===== config.mk =====
export PLATFORM = sky130hd
export DESIGN_NAME = usb3_ep_out_arb
export DESIGN_NICKNAME = d
export VERILOG_FILES = /design/src/rtl/usb3_ep_out_arb_pkg.sv /design/src/rtl/usb3_rr_pick.sv /design/src/rtl/usb3_ep_out_arb.sv
export SDC_FILE = /design/constraint.sdc
export NUM_CORES = 1
export LEC_CHECK = 0
export CORE_UTILIZATION = 37
export DETAILED_ROUTE_END_ITERATION = 16
export GPL_TIMING_DRIVEN = 0
export PLACE_DENSITY = 0.89
export SYNTH_ARGS = -nofsm -noshare
export SYNTH_HDL_FRONTEND = slang
export SYNTH_SLANG_ARGS = --single-unit
export TNS_END_PERCENT = 5

===== constraint.sdc =====
create_clock -name local_clk -period 8.34 [get_ports local_clk]
set_clock_uncertainty 0.05 [all_clocks]
set_input_delay 1.668 -clock local_clk [delete_from_list [all_inputs] [get_ports local_clk]]
set_output_delay 1.668 -clock local_clk [all_outputs]
set_load 0.1 [all_outputs]

===== src/rtl/usb3_ep_out_arb_pkg.sv =====
// Shared constants, state encoding and payload types for the endpoint OUT-buffer arbiter.
package usb3_ep_out_arb_pkg;

  localparam int unsigned EP_IDX_W = 3;
  localparam int unsigned Q_W      = 32;
  localparam int unsigned LEN_W    = 11;
  localparam int unsigned ADDR_W   = 9;

  typedef enum logic [2:0] {
    ST_ARB_IDLE    = 3'd0,
    ST_ARB_GRANT   = 3'd1,
    ST_ARB_ARM     = 3'd2,
    ST_ARB_ACKWAIT = 3'd3,
    ST_ARB_RELEASE = 3'd4
  } arb_state_e;

  typedef struct packed {
    logic [LEN_W-1:0] len;
    logic [Q_W-1:0]   q;
  } ep_rd_t;

  // Next endpoint index with explicit wrap, valid for non-power-of-two counts.
  function automatic logic [EP_IDX_W-1:0] ep_wrap_inc(input logic [EP_IDX_W-1:0] idx,
                                                       input int unsigned num_ep);
    if (32'(idx) + 32'd1 >= num_ep) return '0;
    return EP_IDX_W'(32'(idx) + 32'd1);
  endfunction

endpackage


===== src/rtl/usb3_rr_pick.sv =====
// Combinational round-robin picker: first set request at or above ptr, wrapping to 0.
module usb3_rr_pick
  import usb3_ep_out_arb_pkg::*;
#(
  parameter int unsigned NUM_EP = 3
) (
  input  logic [NUM_EP-1:0]   req,
  input  logic [EP_IDX_W-1:0] ptr,
  output logic [NUM_EP-1:0]   gnt_c,
  output logic [EP_IDX_W-1:0] idx_c,
  output logic                any_c
);

  int unsigned cand;

  always_comb begin
    gnt_c = '0;
    idx_c = '0;
    any_c = 1'b0;
    cand  = 0;
    for (int unsigned k = 0; k < NUM_EP; k++) begin
      cand = 32'(ptr) + k;
      if (cand >= NUM_EP) cand = cand - NUM_EP;
      // constant-index compare keeps the request select free of width truncation
      for (int unsigned i = 0; i < NUM_EP; i++) begin
        if (!any_c && cand == i && req[i]) begin
          gnt_c[i] = 1'b1;
          idx_c    = EP_IDX_W'(i);
          any_c    = 1'b1;
        end
      end
    end
  end

endmodule


===== src/rtl/usb3_ep_out_arb.sv =====
// Shares the protocol layer's device-to-host read port between NUM_EP endpoint OUT buffers.
// Optional macro USB3_EP_ARB_EP0_PRIO_EN: ep0 wins in IDLE whenever it has data.
module usb3_ep_out_arb
  import usb3_ep_out_arb_pkg::*;
#(
  parameter int unsigned NUM_EP      = 3,
  parameter int unsigned ACK_TIMEOUT = 255
) (
  input  logic                      local_clk,
  input  logic                      reset,
  input  logic [NUM_EP-1:0]         ep_hasdata,
  input  logic [NUM_EP*LEN_W-1:0]   ep_len,
  input  logic [NUM_EP*Q_W-1:0]     ep_q,
  output logic [ADDR_W-1:0]         ep_addr,
  output logic [NUM_EP-1:0]         ep_arm,
  input  logic [NUM_EP-1:0]         ep_arm_ack,
  input  logic [ADDR_W-1:0]         prot_addr,
  output logic [Q_W-1:0]            prot_q,
  output logic [LEN_W-1:0]          prot_len,
  output logic                      prot_valid,
  output logic [EP_IDX_W-1:0]       prot_ep,
  input  logic                      prot_done,
  input  logic                      prot_abort,
  output logic                      err_timeout
);

  localparam int unsigned     TMR_W   = $clog2(ACK_TIMEOUT + 1);
  localparam logic [TMR_W-1:0] TMR_MAX = TMR_W'(ACK_TIMEOUT);

  arb_state_e          state_q, state_d;
  logic [EP_IDX_W-1:0] prot_ep_q, prot_ep_d;
  logic [NUM_EP-1:0]   gnt_q, gnt_d;
  logic                prot_valid_q, prot_valid_d;
  logic [NUM_EP-1:0]   ep_arm_q, ep_arm_d;
  logic                err_q, err_d;
  logic [EP_IDX_W-1:0] rr_q, rr_d;
  logic [TMR_W-1:0]    timer_q, timer_d;

  logic [NUM_EP-1:0]   rr_gnt_c;
  logic [EP_IDX_W-1:0] rr_idx_c;
  logic                rr_any_c;
  logic [NUM_EP-1:0]   win_oh_c;
  logic [EP_IDX_W-1:0] win_idx_c;
  logic [EP_IDX_W-1:0] rr_next_c;
  logic                ack_sel_c;
  ep_rd_t              sel_rd_c;

  usb3_rr_pick #(.NUM_EP(NUM_EP)) u_pick (
    .req   (ep_hasdata),
    .ptr   (rr_q),
    .gnt_c (rr_gnt_c),
    .idx_c (rr_idx_c),
    .any_c (rr_any_c)
  );

`ifdef USB3_EP_ARB_EP0_PRIO_EN
  // ep0 bypasses the pointer and never moves it, so bulk fairness among 1.. is kept
  assign win_oh_c  = ep_hasdata[0] ? NUM_EP'(1) : rr_gnt_c;
  assign win_idx_c = ep_hasdata[0] ? '0 : rr_idx_c;
  assign rr_next_c = (prot_ep_q == '0) ? rr_q : ep_wrap_inc(prot_ep_q, NUM_EP);
`else
  assign win_oh_c  = rr_gnt_c;
  assign win_idx_c = rr_idx_c;
  assign rr_next_c = ep_wrap_inc(prot_ep_q, NUM_EP);
`endif

  assign ack_sel_c = |(ep_arm_ack & gnt_q);

  // Read-data mux on the registered grant, zeroed when nothing is granted
  always_comb begin
    sel_rd_c = '0;
    for (int unsigned i = 0; i < NUM_EP; i++) begin
      if (prot_valid_q && gnt_q[i]) begin
        sel_rd_c.q   = ep_q[i*Q_W +: Q_W];
        sel_rd_c.len = ep_len[i*LEN_W +: LEN_W];
      end
    end
  end

  always_comb begin
    state_d      = state_q;
    prot_ep_d    = prot_ep_q;
    gnt_d        = gnt_q;
    prot_valid_d = 1'b0;
    ep_arm_d     = ep_arm_q;
    err_d        = err_q;
    rr_d         = rr_q;
    timer_d      = (timer_q == '1) ? timer_q : timer_q + TMR_W'(1);
    case (state_q)
      ST_ARB_IDLE: begin
        if (rr_any_c) begin
          prot_ep_d = win_idx_c;
          gnt_d     = win_oh_c;
          state_d   = ST_ARB_GRANT;
        end
      end
      ST_ARB_GRANT: begin
        prot_valid_d = 1'b1;
        if (prot_done) begin
          prot_valid_d = 1'b0;
          ep_arm_d     = gnt_q;
          timer_d      = '0;
          state_d      = ST_ARB_ARM;
        end else if (prot_abort) begin
          prot_valid_d = 1'b0;
          rr_d         = rr_next_c;
          state_d      = ST_ARB_IDLE;
        end
      end
      ST_ARB_ARM: begin
        // arm is held as a level long enough for the endpoint's synchronizer to see it
        if (ack_sel_c) begin
          ep_arm_d = '0;
          timer_d  = '0;
          state_d  = ST_ARB_ACKWAIT;
        end else if (timer_q == TMR_MAX) begin
          ep_arm_d = '0;
          err_d    = 1'b1;
          state_d  = ST_ARB_RELEASE;
        end
      end
      ST_ARB_ACKWAIT: begin
        if (!ack_sel_c) begin
          state_d = ST_ARB_RELEASE;
        end else if (timer_q == TMR_MAX) begin
          err_d   = 1'b1;
          state_d = ST_ARB_RELEASE;
        end
      end
      ST_ARB_RELEASE: begin
        rr_d    = rr_next_c;
        state_d = ST_ARB_IDLE;
      end
      default: state_d = ST_ARB_IDLE;
    endcase
  end

  always_ff @(posedge local_clk) begin
    if (reset) begin
      state_q      <= ST_ARB_IDLE;
      prot_ep_q    <= '0;
      gnt_q        <= '0;
      prot_valid_q <= 1'b0;
      ep_arm_q     <= '0;
      err_q        <= 1'b0;
      rr_q         <= '0;
      timer_q      <= '0;
    end else begin
      state_q      <= state_d;
      prot_ep_q    <= prot_ep_d;
      gnt_q        <= gnt_d;
      prot_valid_q <= prot_valid_d;
      ep_arm_q     <= ep_arm_d;
      err_q        <= err_d;
      rr_q         <= rr_d;
      timer_q      <= timer_d;
    end
  end

  assign ep_addr     = prot_addr;
  assign ep_arm      = ep_arm_q;
  assign prot_q      = sel_rd_c.q;
  assign prot_len    = sel_rd_c.len;
  assign prot_valid  = prot_valid_q;
  assign prot_ep     = prot_ep_q;
  assign err_timeout = err_q;

endmodule


==> impl_results.md <==
- Outcome: complete, no violations
- Tcrit/Tclk final: 64.19%
- Initial core utilization: 38.32%
- CP most frequent cell: clkdlybuf4s50_1
- CTS buffer count: 3
- Seq/Total Area, Yosys: 18.36%
- Bufs and invs on worst path: 2
- Gate count of the mapped netlist: 384
- DR iter-0 viols: 166
- Startpoint types: input pin
- LEAKAGE: 1.811 nW
- Mux share of post-synthesis cell area: 3.489%
- Post-Synth Simple-Gate Area: 26.53%
- Placed inst area: 4710 sq um
- Max cap viols: 0
- Total power: 0.0005339 W
- Post-synth cell types: 57
- Fin. Hold Viols: 0
- Ports: 208
- Syn nets: 544
- Global-route wire length before repair: 16.46 mm
- Area Overhead vs Synth: 81.50%
- Xor/xnor cell area share of the yosys netlist: 3.011%
- Critical path's top delay family: buffers and inverters
- Routed Antenna Nets: 0
- Ant diodes: 0
- # DRC: 0
- RSZ-0062 raised after global routing: no
- Die Wd: 86.11 um
- Area contributors post-synth: dfxtp_1, a22oi_1, a21oi_1
- Int Power: 0.0002929 W
- Post-synth EDFFs: 0
- Initial antenna violation count: 0
- TritonCTS clock tree: built
- Clk Tree Root Cell: clkbuf_8
- Via Count: 3605
- Net Switching: 0.0002410 W
- Fin Setup TNS: 0 ns
- CP Cell Sequence: clkdlybuf4s50_1 > a22oi_1 > a21oi_1 > clkdlybuf4s50_1
- Setup bufs post-CTS: 0
- Max-slew headroom: 31.56%
- Die area: 7415 sq um
- Seq pwr share: 26.8%
- Worst hold slack: 0.4461 ns
- Post-CTS Hold Buffers: 0
- Worst min-delay path class: reg2reg
- Post-Syn Area per Cell: 6.816 sq um
- Input/output buffers: 197
- Setup-failing EPs final: 0
- Fillers: 566
- Post-route cell area: 4751 sq um
- Crit path max fanout: 1
- Clk_lat worst skew: 0.26 ns
- Setup crit end kind: output pin
- Total Nets Final: 746
- Synth Area in Compound Gates: 34.46%
- Fmax achieved: 186.8 MHz
- CTS max path bufs: 2
- DP Wirelength: 8.869 mm
- Avg WL per Cell: 16.14 um
- Period minus WS final: 5.354 ns
- Switching Fraction: 45.13%
- Most frequent cells in the layout: clkdlybuf4s50_1, nor2_1, a21oi_1
- CP peak stage delay: 1.17 ns
- Vias in the first global route: 3514
- Setup CP Type: in2out
- Vias per inst: 5.301
- Area leader, netlist: dfxtp_1
- DRT Pass-1 Iters: 5
- Chip height: 86.11 um
- Grt ovf: 0
- H-tree depth: 1
- Slew Viols, Final: 0
- VDD IR-drop max: 0.2013 mV
- Yosys reg bits: 24
- Worst Path Required: 6.62 ns
- Largest family of logic cells by synthesized area: compound AO/OA/AOI/OAI gates
- Core Box Area: 6832 sq um
- Main synth FF type: dfxtp_1
- Combinational Power Share: 60.4%
- Critical Path AT: 3.64 ns
- Share of the synthesized area in the top cell type: 18.36%
- Largest net degree at the start of global routing: 13
- Post-synthesis cell area: 2618 sq um
- Most common cell after layout, fill and taps aside: clkdlybuf4s50_1
- Row cnt: 30
- Layout cells sized above 1: 3.938%
- Worst Max-Slew Pin Slew: 1.023 ns
- Total wire length: 10.98 mm
- Clock-pin slew on the worst setup and hold paths: 0.08 ns
- CTS sink count: 24
- GRT Util Overall: 27.30%
- Asr flop ratio synth: 0%
- GPL Wtd Cong: 0.8673
- Clk pwr share: 12.7%
- Adder-cell share of the synthesized area: 6.119%
- Crit path max-delay cell type: clkdlybuf4s50_1
- Pwr dens: 112.4 nW/um^2
- PostCTS Resize Cnt: 0
- YS warnings: 0
synthesized netlist by cell type, types with 4 or more instances:
library cell and count:
a21oi_1 57, o21ai_0 4, nor2_1 74, ha_1 12, nor3_1 10, xor2_1 6
and3_1 5, nand3b_1 4, mux2i_1 8, inv_1 8, dfxtp_1 24, clkbuf_1 26
buf_4 10, a31oi_1 5, nor2b_1 8, a22oi_1 44, or3_1 4, and2_1 4
nand2_1 20
through the flow:
step           worst slack (ns)  std cells  utilization [%]
2_1_floorplan             3.311        384                -
3_3_place_gp              3.006        677            68.94
3_5_place_dp              3.007        677            68.94
4_1_cts                   2.992        680            69.54
5_1_grt                   2.927        680            69.54
6_report                  2.986        680            69.54
final timing paths:
path               start           to  slack (ns)  cells after the start
max             ep_q[23]   prot_q[23]        2.99                      4
min          err_timeout  err_timeout        0.45                      2
min reg2reg  err_timeout  err_timeout        0.45                      2
max reg2reg      rr_q[1]   state_q[0]        4.90                     13
tightest hold or removal path: stages (launching register included):
cell,delay (ns)
dfxtp_1,0.34
nor2_1,0.05
nor2_1,0.08
power groups by stage:
stage / registers, W / clock network (W) / logic, W
final: 0.000143 / 0.0000679 / 0.000323
after floorplan: 0.000169 / 0 / 0.000176
after global routing: 0.000145 / 0.0000728 / 0.000339
after CTS: 0.000142 / 0.0000684 / 0.000321
after global placement: 0.000144 / 0 / 0.000315
after detailed placement: 0.000145 / 0 / 0.000320
cells by family after synthesis:
logic type               count (synthesis)
XOR/XNOR                                 9
other                                    1
adder cells (fa/ha/maj)                 13
AND/OR/NAND/NOR                        147
multiplexers                             9
flip-flops                              24
AO/OA/AOI/OAI                          136
buffers and inverters                   45
sequential cells by signal, indices dropped and copies added (netlist names):
register	cells
ep_arm	3
err_timeout	1
gnt_q	3
prot_ep	2
prot_valid	1
rr_q	3
state_q	3
timer_q	8
layer usage:
metal / vias up / GRT usage (%) / share of wire, %
met5: - / 0 / 0
met4: 0 / 5.303 / 1.3
met3: 12 / 4.524 / 6.7
met2: 132 / 53.32 / 52
met1: 1681 / 30.80 / 40
li1: 1780 / - / -
final cells by class:
class                           instances  area (sq um)  share of cell area (%)
Buffer                                 37         176.4                   3.713
Tap cell                               96         120.1                   2.528
Timing Repair Buffer                  197          1972                   41.51
Sequential cell                        24         480.5                   10.11
Inverter                                8         30.03                  0.6321
Clock buffer                            3         41.29                  0.8691
Multi-Input combinational cell        315          1931                   40.64
Note: power is estimated with default switching activity, not from simulation.
==> patch 1 (config.mk and constraints unchanged) <==
Register the output `err_timeout` once more, cleared by the reset; this adds one clock of latency there. The other outputs are not delayed to match.
--- a/src/rtl/usb3_ep_out_arb.sv
+++ b/src/rtl/usb3_ep_out_arb.sv
@@ -164,5 +164,11 @@
   assign prot_valid  = prot_valid_q;
   assign prot_ep     = prot_ep_q;
-  assign err_timeout = err_q;
+  always_ff @(posedge local_clk) begin
+    if (reset) begin
+      err_timeout <= '0;
+    end else begin
+      err_timeout <= err_q;
+    end
+  end
 
 endmodule
Check against the original RTL: no difference found for any inputs over 10 cycles, from zero or initial values and one cycle with reset high; that may be too few to reach the edited logic, so the function may still have changed.
==> patch 1 against the unedited design <==
Power fell by 3.5%; critical path type unchanged; synthesized area fell by 1.8%; sequential cell count rose by 1; final cell count fell by 3.8%; design area fell by 1.2%; wire length fell by 0.93%; worst setup slack improved by 3.3 ps; maximum frequency barely moved; via count rose by 0.80%; clock power rose by 7.7%.
==> patch 1: results <==
group,metric,value,unit
worst_setup_path,r2r_start,"rr_q[2]",
worst_setup_path,crit_start,"ep_len[20]",
job,cap_violations,0,
layout,multi_input_gates,303,
drt,drt_iter0_drc,168,
yosys,syn_inst,373,
yosys,async_flop_share,0,%
yosys,ys_seq_area_share,19.46,%
yosys,ys.warnings.count,0,
timing,tightest_slew,1090,ps
drt,wl_per_cell,16.63,um
yosys,synth_common_cells,"73 x nor2_1, 55 x a21oi_1, 46 x a22oi_1",
layout,top_register,"timer_q",
layout,final_nets,731,
layout,drive_gt1_share,4.530,%
global_routing,grt_usage,28.18,%
yosys,netlist_top_cells_area,"dfxtp_1 19%, a22oi_1 13%, a21oi_1 11%",
global_routing,grtUsageMet2,49.41,%
layout,fillers,532,
clock_network,root_buffer,"clkbuf_8",
drt,top_layer_used,"met4",
layout,n_all_buffers,234,
layout,non_clock_buffer_area_share,46.00,%
outcome,status,"finished, final reports clean",
worst_hold_path,hold_start,"err_q",
place,post_dp_cell_area,4643,um^2
global_routing,gr-usage-met3,3.988,%
yosys,synth_cell_types,51,
timing,period_share,64.15,%
clock_network,cts-resized-gates,0,
clock_network,cts.htree.levels,1,
worst_hold_path,min_path_type,"reg2reg",
place,dp_hpwl,8.695,mm
clock_network,clock-sinks,25,
drt,wl_met3,788,um
global_routing,grt_pass1_wl,16.56,mm
global_routing,grt_pass1_vias,3350,
place,gp_congestion,0.8734,
global_routing,grtUsageMet1,35.04,%
global_routing,grt_max_degree,16,
layout,clk_share,1.040,%
drt,dr_wl_met2,5.315,mm
yosys,synth_nets,529,
layout,antennaDiodeCount,0,
power_and_ir_drop,ir_drop,0.1398,mV
layout,final-seq-area,500.5,um^2
power_and_ir_drop,cellLeakagePower,1.792,nW
clock_network,path_clk_slew,90,ps
drt,vias,3634,
layout,fin_cells,654,
drt,wl_met1,4.422,mm
global_routing,grt_antenna_before_repair,0,
layout,design_area,4692,um^2
place,dp_slack,3000,ps
layout,multi_input_area_share,39.52,%
==> patch 1: final timing paths <==
check,slack [ps],endpoint,cells after the start
setup / recovery,2990,prot_len[9],4
hold / removal,430,err_q,2
setup reg to reg,5270,gnt_q[0],10
hold reg to reg,430,err_q,2
==> patch 1: kinds of logic after synthesis <==
kind of cell | count (synthesis) | share of synthesized area (%)
simple gates | 140 | 26.18
compound gates | 137 | 35.43
buf+inv | 45 | 8.419
xor+xnor | 7 | 2.384
fa+ha+maj | 9 | 4.282
flops | 25 | 19.46
mux | 9 | 3.698
other cells | 1 | 0.1458
==> patch 1: power breakdown <==
part,internal (mW),switching (mW)
Combinational,0.124,0.173
Clock,0.0339,0.0392
Sequential,0.131,0.0141
Total,0.289,0.226
==> patch 1: worst max-delay path, stage by stage <==
cell	delay (ps)
clkdlybuf4s50_1	460
a22oi_1	70
a21oi_1	180
clkdlybuf4s50_1	1230
==> patch 2 (config.mk and constraints unchanged) <==
Without the edit above. Add a define of `USB3_EP_ARB_EP0_PRIO_EN`.
--- a/src/rtl/usb3_ep_out_arb.sv
+++ b/src/rtl/usb3_ep_out_arb.sv
@@ -1,4 +1,6 @@
 // Shares the protocol layer's device-to-host read port between NUM_EP endpoint OUT buffers.
 // Optional macro USB3_EP_ARB_EP0_PRIO_EN: ep0 wins in IDLE whenever it has data.
+`define USB3_EP_ARB_EP0_PRIO_EN
+
 module usb3_ep_out_arb
   import usb3_ep_out_arb_pkg::*;
Check against the original RTL: not equivalent (Yosys sat finds a counterexample within 4 cycles, from zero or initial values and one cycle with reset high).
==> patch 2 against the unedited design <==
Sequential cell count is the same; worst setup slack got worse by 16 ps; design area shrank 3.7%; synthesized cell count is 8.3% lower; synthesized area down 6.5%; first-iteration DRC count increased by 6.6%; wire length shrank 4.1%; largest cell class unchanged; highest routed layer unchanged.
Power is not compared: it rests on default switching activity, and its combinational part moved more than twofold at a synthesized area within 25%.
==> patch 2: results <==
group,metric,value,unit
yosys,synth_nets,508,
worst_hold_path,min_to,"ep_arm[2]",
yosys,ys_seq_area_share,19.64,%
layout,drive_gt1_share,5.072,%
global_routing,grt_max_degree,15,
worst_setup_path,arrival,3650,ps
power_and_ir_drop,power_switching,0.1147,mW
outcome,status,"finished, final reports clean",
layout,final_nets,709,
yosys,synth_common_cells,"62 x nor2_1, 53 x a21oi_1, 44 x a22oi_1",
yosys,netlist_top_cells_area,"dfxtp_1 20%, a22oi_1 14%, a21oi_1 11%",
place,dp_hpwl,8.423,mm
worst_hold_path,hold_start,"ep_arm[2]",
worst_setup_path,reg2regPathDepth,9,
place,dp_slack,2941,ps
drt,vias,3404,
yosys,synth_mux_area_share,4.194,%
yosys,synthXorXnorAreaFrac,2.506,%
global_routing,grt_pass1_wl,16.62,mm
yosys,avgSynthCellArea,6.949,um^2
clock_network,cts-resized-gates,0,
yosys,synth_cell_types,59,
place,portBuffers,196,
timing,tightest_slew,1049,ps
global_routing,grt_usage,29.04,%
yosys,synth_compound_area_share,32.48,%
drt,drt_iter0_drc,177,
yosys,synthAdderAreaFrac,4.501,%
layout,fillers,506,
global_routing,grt_pass1_vias,3327,
layout,fin_cells,629,
worst_setup_path,r2r_setup_slack,5470,ps
==> patch 2: how the worst max path moves through the flow <==
stage	from	end	slack (ps)	cells after the start
2_1_floorplan	prot_valid	prot_len[0]	3320	5
3_3_place_gp	ep_q[41]	prot_q[9]	2950	4
3_5_place_dp	ep_q[35]	prot_q[3]	2940	4
4_1_cts	ep_q[35]	prot_q[3]	2950	4
5_1_grt	ep_q[39]	prot_q[7]	2920	4
6_report	ep_q[39]	prot_q[7]	2970	4
==> patch 2: area by class of cell <==
type                    count  share of cell area [%]
inverters                   5                  0.4102
clock buffers               3                  0.9024
flip-flops and latches     24                   10.50
clock inverters             1                  0.6563
multi-input cells         286                   38.47
well taps                  77                   2.106
plain buffers              37                   4.074
repair buffers            196                   42.88
==> patch 2: kinds of logic after synthesis <==
logic type	count (synthesis)
AND/OR/NAND/NOR	136
XOR/XNOR	7
multiplexers	10
flip-flops	24
AO/OA/AOI/OAI	123
buffers and inverters	42
adder cells (fa/ha/maj)	9
other	1
==> patch 2: power by group through the flow <==
stage / Clock, mW / Combinational (mW) / Sequential [mW]
2_1_floorplan: 0 / 0.0649 / 0.131
3_3_place_gp: 0 / 0.149 / 0.127
3_5_place_dp: 0 / 0.151 / 0.127
4_1_cts: 0.103 / 0.152 / 0.124
5_1_grt: 0.106 / 0.161 / 0.125
6_report: 0.103 / 0.153 / 0.124
==> patch 2: per-layer routing <==
metal  wire length, um  GRT usage (%)  share of wire, %  vias to the layer above
met3               700          5.467               6.6                       20
met2              5232          52.01                50                      140
met1              4292          34.47                41                     1579
met5                 0              0                 0                        -
met4               302          9.875               2.9                        0
li1                  -              -                 -                     1665
==> patch 2: through the flow <==
stage	instance area (um^2)	hold slack (ps)
3_5_place_dp	4504	418.4
2_1_floorplan	2446	414.5
6_report	4576	431.7
5_1_grt	4576	469.7
3_3_place_gp	4504	404.4
4_1_cts	4576	441.0
==> patch 2: worst max-delay path, cell delays in order <==
cell and delay, ps:
clkdlybuf4s50_1 450, a22oi_1 70, a21oi_1 240, clkdlybuf4s50_1 1210
